==> config.mk <==
export PLATFORM = sky130hd
export DESIGN_NAME = fb_scanout_flat
export DESIGN_NICKNAME = d
export VERILOG_FILES = /design/src/rtl/fb_scanout_if.sv /design/src/rtl/fb_scanout.sv /design/src/flat_wrapper.sv
export SDC_FILE = /design/constraint.sdc
export NUM_CORES = 1
export LEC_CHECK = 0
export CORE_ASPECT_RATIO = 1.75
export CORE_UTILIZATION = 52
export DETAILED_ROUTE_END_ITERATION = 8
export HOLD_SLACK_MARGIN = 0.06
export PLACE_DENSITY = 0.8
export SYNTH_ARGS = -nofsm -noshare
export SYNTH_HDL_FRONTEND = slang
export SYNTH_SLANG_ARGS = --single-unit
==> constraint.sdc <==
create_clock -name clk_i -period 2.45 [get_ports clk_i]
set_input_delay 0.49 -clock clk_i [delete_from_list [all_inputs] [get_ports clk_i]]
set_output_delay 0.49 -clock clk_i [all_outputs]
set_load 0.01 [all_outputs]
==> src/rtl/fb_scanout_if.sv <==
// Scan-out bus: frame-buffer read port plus the aligned video outputs.
// The master side is the scan-out engine; the slave side is the frame buffer and display sink.
interface fb_scanout_if #(
    parameter int unsigned ADDR_WIDTH = 32,
    parameter int unsigned DATA_WIDTH = 16
);
    logic [ADDR_WIDTH-1:0] addr_rd_o;
    logic [DATA_WIDTH-1:0] data_i;
    logic [DATA_WIDTH-1:0] pixel_o;
    logic                  de_o;
    logic                  hsync_o;
    logic                  vsync_o;
    logic                  frame_start_o;
    logic                  busy_o;

    modport master (
        output addr_rd_o, pixel_o, de_o, hsync_o, vsync_o, frame_start_o, busy_o,
        input  data_i
    );

    modport slave (
        input  addr_rd_o, pixel_o, de_o, hsync_o, vsync_o, frame_start_o, busy_o,
        output data_i
    );
endinterface

==> src/rtl/fb_scanout.sv <==
// Raster scan-out engine: generates sync/de timing, reads the frame buffer in raster
// order and realigns the one-cycle-latency read data with the delayed timing signals.
module fb_scanout #(
    parameter int unsigned ADDR_WIDTH  = 32,
    parameter int unsigned DATA_WIDTH  = 16,
    parameter int unsigned H_ACTIVE    = 128,
    parameter int unsigned H_FP        = 8,
    parameter int unsigned H_SYNC      = 16,
    parameter int unsigned H_BP        = 8,
    parameter int unsigned V_ACTIVE    = 80,
    parameter int unsigned V_FP        = 2,
    parameter int unsigned V_SYNC      = 2,
    parameter int unsigned V_BP        = 4,
    parameter bit          SYNC_ACTIVE = 1'b0
) (
    input  logic          clk_i,
    input  logic          resetn_i,
    input  logic          en_i,
    fb_scanout_if.master  bus
);
    localparam int unsigned H_TOTAL = H_ACTIVE + H_FP + H_SYNC + H_BP;
    localparam int unsigned V_TOTAL = V_ACTIVE + V_FP + V_SYNC + V_BP;
    localparam int unsigned HW      = $clog2(H_TOTAL);
    localparam int unsigned VW      = $clog2(V_TOTAL);

    typedef enum logic [1:0] {
        ST_IDLE = 2'd0,
        ST_RUN  = 2'd1,
        ST_STOP = 2'd2
    } state_e;

    state_e          state_q, state_d;
    logic [HW-1:0]   h_q, h_d;
    logic [VW-1:0]   v_q, v_d;
    logic            scan_c, frame_last_c, active_c, hs_win_c, vs_win_c, first_c;

    logic [ADDR_WIDTH-1:0] addr_q;
    logic                  vld_s1, de_s1, hs_s1, vs_s1, fs_s1;
    logic                  vld_s2, de_s2, hs_s2, vs_s2, fs_s2;
    logic [DATA_WIDTH-1:0] pixel_q;
    logic                  de_q, hsync_q, vsync_q, fs_q, busy_q;

    // State and raster counters
    always_ff @(posedge clk_i or negedge resetn_i) begin
        if (!resetn_i) begin
            state_q <= ST_IDLE;
            h_q     <= '0;
            v_q     <= '0;
        end else begin
            state_q <= state_d;
            h_q     <= h_d;
            v_q     <= v_d;
        end
    end

    // Next state, counter advance and raster decode of the current position
    always_comb begin
        state_d      = state_q;
        h_d          = h_q;
        v_d          = v_q;
        scan_c       = (state_q != ST_IDLE);
        frame_last_c = (h_q == HW'(H_TOTAL - 1)) && (v_q == VW'(V_TOTAL - 1));
        first_c      = scan_c && (h_q == '0) && (v_q == '0);
        active_c     = scan_c && (h_q < HW'(H_ACTIVE)) && (v_q < VW'(V_ACTIVE));
        hs_win_c     = scan_c && (h_q >= HW'(H_ACTIVE + H_FP))
                                && (h_q <  HW'(H_ACTIVE + H_FP + H_SYNC));
        vs_win_c     = scan_c && (v_q >= VW'(V_ACTIVE + V_FP))
                                && (v_q <  VW'(V_ACTIVE + V_FP + V_SYNC));

        if (scan_c) begin
            if (h_q == HW'(H_TOTAL - 1)) begin
                h_d = '0;
                v_d = (v_q == VW'(V_TOTAL - 1)) ? '0 : v_q + VW'(1);
            end else begin
                h_d = h_q + HW'(1);
            end
        end

        case (state_q)
            ST_IDLE: if (en_i) state_d = ST_RUN;
            ST_RUN:  if (!en_i) state_d = frame_last_c ? ST_IDLE : ST_STOP;
            ST_STOP: begin
                if (en_i)              state_d = ST_RUN;
                else if (frame_last_c) state_d = ST_IDLE;
            end
            default: state_d = ST_IDLE;
        endcase
    end

    // Address stage, two-stage timing delay, and aligned output registers
    always_ff @(posedge clk_i or negedge resetn_i) begin
        if (!resetn_i) begin
            addr_q  <= '0;
            vld_s1  <= 1'b0; de_s1 <= 1'b0; hs_s1 <= 1'b0; vs_s1 <= 1'b0; fs_s1 <= 1'b0;
            vld_s2  <= 1'b0; de_s2 <= 1'b0; hs_s2 <= 1'b0; vs_s2 <= 1'b0; fs_s2 <= 1'b0;
            pixel_q <= '0;
            de_q    <= 1'b0;
            hsync_q <= ~SYNC_ACTIVE;
            vsync_q <= ~SYNC_ACTIVE;
            fs_q    <= 1'b0;
            busy_q  <= 1'b0;
        end else begin
            if (!scan_c || first_c) addr_q <= '0;
            else if (active_c)      addr_q <= addr_q + ADDR_WIDTH'(1);

            vld_s1 <= scan_c;   de_s1 <= active_c; hs_s1 <= hs_win_c;
            vs_s1  <= vs_win_c; fs_s1 <= first_c;
            vld_s2 <= vld_s1;   de_s2 <= de_s1;    hs_s2 <= hs_s1;
            vs_s2  <= vs_s1;    fs_s2 <= fs_s1;

            pixel_q <= de_s2 ? bus.data_i : '0;
            de_q    <= de_s2;
            hsync_q <= hs_s2 ? SYNC_ACTIVE : ~SYNC_ACTIVE;
            vsync_q <= vs_s2 ? SYNC_ACTIVE : ~SYNC_ACTIVE;
            fs_q    <= fs_s2;
            busy_q  <= vld_s2;
        end
    end

    assign bus.addr_rd_o     = addr_q;
    assign bus.pixel_o       = pixel_q;
    assign bus.de_o          = de_q;
    assign bus.hsync_o       = hsync_q;
    assign bus.vsync_o       = vsync_q;
    assign bus.frame_start_o = fs_q;
    assign bus.busy_o        = busy_q;
endmodule

==> src/flat_wrapper.sv <==
// flat-port wrapper written by rule: the top's interface ports become plain ports
module fb_scanout_flat 
#(
    parameter int unsigned ADDR_WIDTH  = 32,
    parameter int unsigned DATA_WIDTH  = 16,
    parameter int unsigned H_ACTIVE    = 128,
    parameter int unsigned H_FP        = 8,
    parameter int unsigned H_SYNC      = 16,
    parameter int unsigned H_BP        = 8,
    parameter int unsigned V_ACTIVE    = 80,
    parameter int unsigned V_FP        = 2,
    parameter int unsigned V_SYNC      = 2,
    parameter int unsigned V_BP        = 4,
    parameter bit          SYNC_ACTIVE = 1'b0
)
  (clk_i, resetn_i, en_i, bus_addr_rd_o, bus_pixel_o, bus_de_o, bus_hsync_o, bus_vsync_o, bus_frame_start_o, bus_busy_o, bus_data_i);
  fb_scanout_if #(.ADDR_WIDTH(ADDR_WIDTH), .DATA_WIDTH(DATA_WIDTH)) bus_i ();
  input  logic clk_i;
  input  logic resetn_i;
  input  logic en_i;
  output wire logic [$bits(bus_i.addr_rd_o)-1:0] bus_addr_rd_o;
  output wire logic [$bits(bus_i.pixel_o)-1:0] bus_pixel_o;
  output wire logic [$bits(bus_i.de_o)-1:0] bus_de_o;
  output wire logic [$bits(bus_i.hsync_o)-1:0] bus_hsync_o;
  output wire logic [$bits(bus_i.vsync_o)-1:0] bus_vsync_o;
  output wire logic [$bits(bus_i.frame_start_o)-1:0] bus_frame_start_o;
  output wire logic [$bits(bus_i.busy_o)-1:0] bus_busy_o;
  input wire logic [$bits(bus_i.data_i)-1:0] bus_data_i;
  assign bus_addr_rd_o = bus_i.addr_rd_o;
  assign bus_pixel_o = bus_i.pixel_o;
  assign bus_de_o = bus_i.de_o;
  assign bus_hsync_o = bus_i.hsync_o;
  assign bus_vsync_o = bus_i.vsync_o;
  assign bus_frame_start_o = bus_i.frame_start_o;
  assign bus_busy_o = bus_i.busy_o;
  assign bus_i.data_i = bus_data_i;
  fb_scanout #(.ADDR_WIDTH(ADDR_WIDTH), .DATA_WIDTH(DATA_WIDTH), .H_ACTIVE(H_ACTIVE), .H_FP(H_FP), .H_SYNC(H_SYNC), .H_BP(H_BP), .V_ACTIVE(V_ACTIVE), .V_FP(V_FP), .V_SYNC(V_SYNC), .V_BP(V_BP), .SYNC_ACTIVE(SYNC_ACTIVE)) u_core (.clk_i(clk_i), .resetn_i(resetn_i), .en_i(en_i), .bus(bus_i));
endmodule
==> impl_summary.md <==
Status
The run finished with clean final reports.

Synthesis
Measured against the total synthesized area, the mux share comes to 1.20%. The dominant synthesized flop cell is sky130_fd_sc_hd__dfrtp_1. The xor and xnor fraction of the mapped netlist area is 3.59%. After technology mapping, the gate count stands at 350.

The number of nets in the synthesized netlist is 374. Each instance of the synthesized netlist takes up on average 10.5 sq um. The number of enable-type register cells in the synthesized netlist is 0. The share of flip-flops with an asynchronous set or reset is 100%. By area, the combinational part of the netlist is dominated by simple AND/OR/NAND/NOR gates. The arithmetic-cell share of the synthesized area counting full adders, half adders and majority gates is 1.71%. The post-synthesis sequential element count is 80. The number of distinct library cells after synthesis is 43.

During synthesis, Yosys emitted a total of 0 warnings. The synthesized netlist occupies a cell area of 3660 sq um. Of the total synthesized cell area, the portion taken by AND, OR, NAND and NOR gates is 23.9%. Sequential cells were found to cover 54.8% of the synthesized design area. The synthesized netlist devotes 10.5% of its cell area to compound gates.

Route
The final routed wirelength across all metal layers is 8070 um. The number of DRC violations after detailed-routing iteration 0 is 191. In the final routed layout, each cell accounts on average for 16.0 um. In this run the remaining antenna-violating nets after routing total 0. Before antenna repair, the detailed router went through 5 iterations. After detailed routing, the number of vias per cell comes to between 5 and 6.

The DRC violation count after routing is 0. The routed layout has 2951 vias.

Run
Across the run, the number of max-cap violations was 0.

Cells and area
Cells fill 68.9% of the core in the end. Summing all multi-input logic gate instances after layout gives approximately 1500 sq um. The final antenna diode count is 0. The sequential cells in the finished layout cover a total of 2000 sq um.

The area growth from synthesis to layout is 29.1%. The layout net count is between 400 and 500. The final-layout fill cell count is 522. Leaving out filler cells and counting taps, the final layout contains 505.

The proportion of layout cells with a drive suffix above 1 is under 10%.

Placed design
The number of cells after detailed placement is slightly below 500. The count of buffers from port buffering is 71. The HPWL reported at the end of detailed placement is 5650 um.

Prior to clock tree synthesis, the placed netlist has a worst setup slack of 0.195 ns. The congestion estimate from routability-driven global placement came to 0.895.

Power
In this run switching power makes up roughly a quarter of total power. The power density normalized to cell area is 694 nW/um^2. The net switching component of the power is 845 uW. VDD sags by at most about 0.60 mV. The overall power is 3280 uW. The internal power consumption is 2430 uW. The static power due to leakage is 0.00188 uW. The register share of total power is 46.5%. The clock network burns 40.8% of the power. Of the total power, combinational logic draws roughly 13%.

Floorplanning
In this run the count of I/O pins placed on the die edge is 72. The number of placement rows is 40. The floorplan die height is 113 um. The initial standard-cell utilization of the core is 53.4%. The die span in x is 65.4 um.

The placeable core region is around 7000 sq um. The die covers 7390 sq um.

STA
The maximum clock frequency is ~0.44 GHz. The hold violation total from the final report is 0. Of the available clock period, the critical path in the final layout requires between 90% and 100%.

Setup repair after global routing left no endpoint under its margin. The worst slew slack as a fraction of its limit is 61.0%. The worst path meets setup with 0.167 ns of slack. The shortest period the worst path allows is about 2.3 ns. Setup violations remaining at the end of the flow were counted as 0.

After routing, the total negative slack on setup checks comes to 0 ns. On the final layout, the worst clock skew is 0.00627 ns. The slew at the pin closest to its max-slew limit is 0.578 ns. The max-slew violation count is 0.

Global route
Entering global routing, the biggest net connects between 40 and 50 pins. The global-route congestion overflow total is 0. The first-pass GRT wire length is 13600 um. The number of antenna violations at the first check in global routing is 0. The via count of the first global-routing pass was 2930. Across every metal layer, demand over resource in global routing totals 24.3%.

Critical path
The required time of the critical path is between 2 and 3 ns. The worst register-to-register path ends at u_core.bus.addr_rd_o[26]. The startpoint type of the worst setup path is a register. The cell count of the worst reg-to-reg path is 4. The worst setup path is captured at a register.

The startpoint-to-endpoint class of the critical path is reg2reg. The data arrival time at the worst-slack endpoint is 2.54 ns. The termination of the worst setup path is u_core.bus.addr_rd_o[26]. The startpoint of the worst setup timing path is u_core.v_q[4]. Across all register-to-register paths, the minimum setup slack is around 0.17 ns. Of all nets on the critical path, the largest fanout is 38. In this run the critical register-to-register path is launched from u_core.v_q[4].

Clocking
The library cell used as clock root buffer is sky130_fd_sc_hd__clkbuf_16. Buffers added to address setup during post-CTS repair amount to 0. The number of buffers added by the clock tree synthesis step is 9. TritonCTS built the clock tree. The quantity of gates resized following cts is 0. Clock latency on the worst-skew pair, taken at its later pin, is between 0.3 and 0.4 ns.

Counting along the longest clock path gives a buffer depth of 2. CTS built an H-tree with a depth of 3. After clock tree synthesis, the clock-pin slew on the worst setup and hold paths is 0.06 ns. The number of sinks driven by the clock tree is 80. The count of hold-fix buffers inserted at cts is 0.

Min path
The type of the worst min-delay path is in2async.
-- cell families after synthesis --
family,count (synthesis)
compound gates,60
simple gates,149
xor+xnor,15
mux,4
fa+ha+maj,5
buf+inv,37
flops,80
-- Yosys cell counts, types with 2 or more instances --
| library cell | count | area share (%) |
|---|---|---|
| sky130_fd_sc_hd__dfrtp_1 | 78 | 53 |
| sky130_fd_sc_hd__a21oi_1 | 24 | 3.3 |
| sky130_fd_sc_hd__nand3_1 | 20 | 2.7 |
| sky130_fd_sc_hd__o31ai_1 | 20 | 4.1 |
| sky130_fd_sc_hd__or4_1 | 20 | 4.1 |
| sky130_fd_sc_hd__nor2_1 | 19 | 1.9 |
| sky130_fd_sc_hd__and2_1 | 18 | 3.1 |
| sky130_fd_sc_hd__nand2_1 | 17 | 1.7 |
| sky130_fd_sc_hd__inv_1 | 16 | 1.6 |
| sky130_fd_sc_hd__clkbuf_1 | 15 | 1.5 |
| sky130_fd_sc_hd__nand4_1 | 15 | 2.6 |
| sky130_fd_sc_hd__xnor2_1 | 10 | 2.4 |
| sky130_fd_sc_hd__nor4_1 | 9 | 1.5 |
| sky130_fd_sc_hd__o21ai_0 | 9 | 1.2 |
| sky130_fd_sc_hd__and4_1 | 6 | 1.4 |
| sky130_fd_sc_hd__or3_1 | 6 | 1.0 |
| sky130_fd_sc_hd__ha_1 | 5 | 1.7 |
| sky130_fd_sc_hd__xor2_1 | 5 | 1.2 |
| sky130_fd_sc_hd__and3_1 | 4 | 0.68 |
| sky130_fd_sc_hd__mux2_2 | 3 | 0.92 |
| sky130_fd_sc_hd__nor3_1 | 3 | 0.41 |
| sky130_fd_sc_hd__buf_1 | 2 | 0.21 |
| sky130_fd_sc_hd__buf_6 | 2 | 0.62 |
| sky130_fd_sc_hd__dfstp_2 | 2 | 1.4 |
| sky130_fd_sc_hd__nand3b_1 | 2 | 0.41 |
| sky130_fd_sc_hd__nor2b_1 | 2 | 0.34 |
| sky130_fd_sc_hd__nor4bb_1 | 2 | 0.55 |
-- registers in the layout (all words and copies together) (netlist names), 2 cells and up --
signal,cells
u_core.h_q,8
u_core.v_q,7
u_core.state_q,2
u_core.bus.addr_rd_o,32
u_core.bus.pixel_o,16
-- metal layers --
layer | routed length [um] | part of all wire (%) | GRT usage (%) | up-vias
li1 | - | - | - | 1410
met1 | 3180 | 39 | 28.3 | 1424
met2 | 4320 | 53 | 40.4 | 95
met3 | 363 | 4.5 | 6.05 | 22
met4 | 206 | 2.6 | 12.9 | 0
met5 | 0 | 0 | 0 | -
-- power groups by stage --
stage / Clock [uW] / Combinational, uW / Sequential, uW
4_1_cts: 1350 / 422 / 1520
6_report: 1340 / 416 / 1520
5_1_grt: 1410 / 460 / 1540
3_3_place_gp: 0 / 402 / 1540
2_1_floorplan: 0 / 212 / 1540
3_5_place_dp: 0 / 414 / 1550
-- placed cells by master (no fill, tap or decap), types with 15 or more instances in the layout --
cell type and instances:
sky130_fd_sc_hd__a21oi_1 24, sky130_fd_sc_hd__and2_1 18, sky130_fd_sc_hd__clkdlybuf4s50_1 70, sky130_fd_sc_hd__dfrtp_1 78
sky130_fd_sc_hd__inv_1 16, sky130_fd_sc_hd__nand2_1 17, sky130_fd_sc_hd__nand3_1 20, sky130_fd_sc_hd__nand4_1 15
sky130_fd_sc_hd__nor2_1 19, sky130_fd_sc_hd__o31ai_1 20, sky130_fd_sc_hd__or4_1 20
-- through the flow --
stage | area [sq um] | hold WS, ns
after floorplan | 3660 | 0.194
after CTS | 4730 | 0.151
after global routing | 4730 | 0.173
final | 4730 | 0.128
after detailed placement | 4430 | 0.335
after global placement | 4430 | 0.332
-- area by class of cell --
cell class              count  share of cell area (%)
multi-input cells         233                    31.7
clock inverters             5                    1.19
clock buffers              11                    5.14
repair buffers             76                    16.0
inverters                  16                    1.27
flip-flops and latches     80                    42.4
well taps                  84                    2.22
-- worst min path at each step --
stage,from,to,slack [ns],cells after the start
after global placement,u_core.de_s1,u_core.de_s2,0.33,0
after CTS,resetn_i,u_core.bus.pixel_o[3],0.15,1
after detailed placement,u_core.de_s1,u_core.de_s2,0.33,0
after global routing,resetn_i,u_core.h_q[2],0.17,1
final,resetn_i,u_core.h_q[2],0.13,1
after floorplan,resetn_i,u_core.bus.addr_rd_o[0],0.19,0
-- critical path, cell delays in order, from the launching register on --
cell and delay (ns):
sky130_fd_sc_hd__dfrtp_1 0.46, sky130_fd_sc_hd__o21a_4 0.28, sky130_fd_sc_hd__or4_4 0.73, sky130_fd_sc_hd__or4_1 0.56, sky130_fd_sc_hd__a21oi_1 0.17
Note: power is estimated with default switching activity, not from simulation.
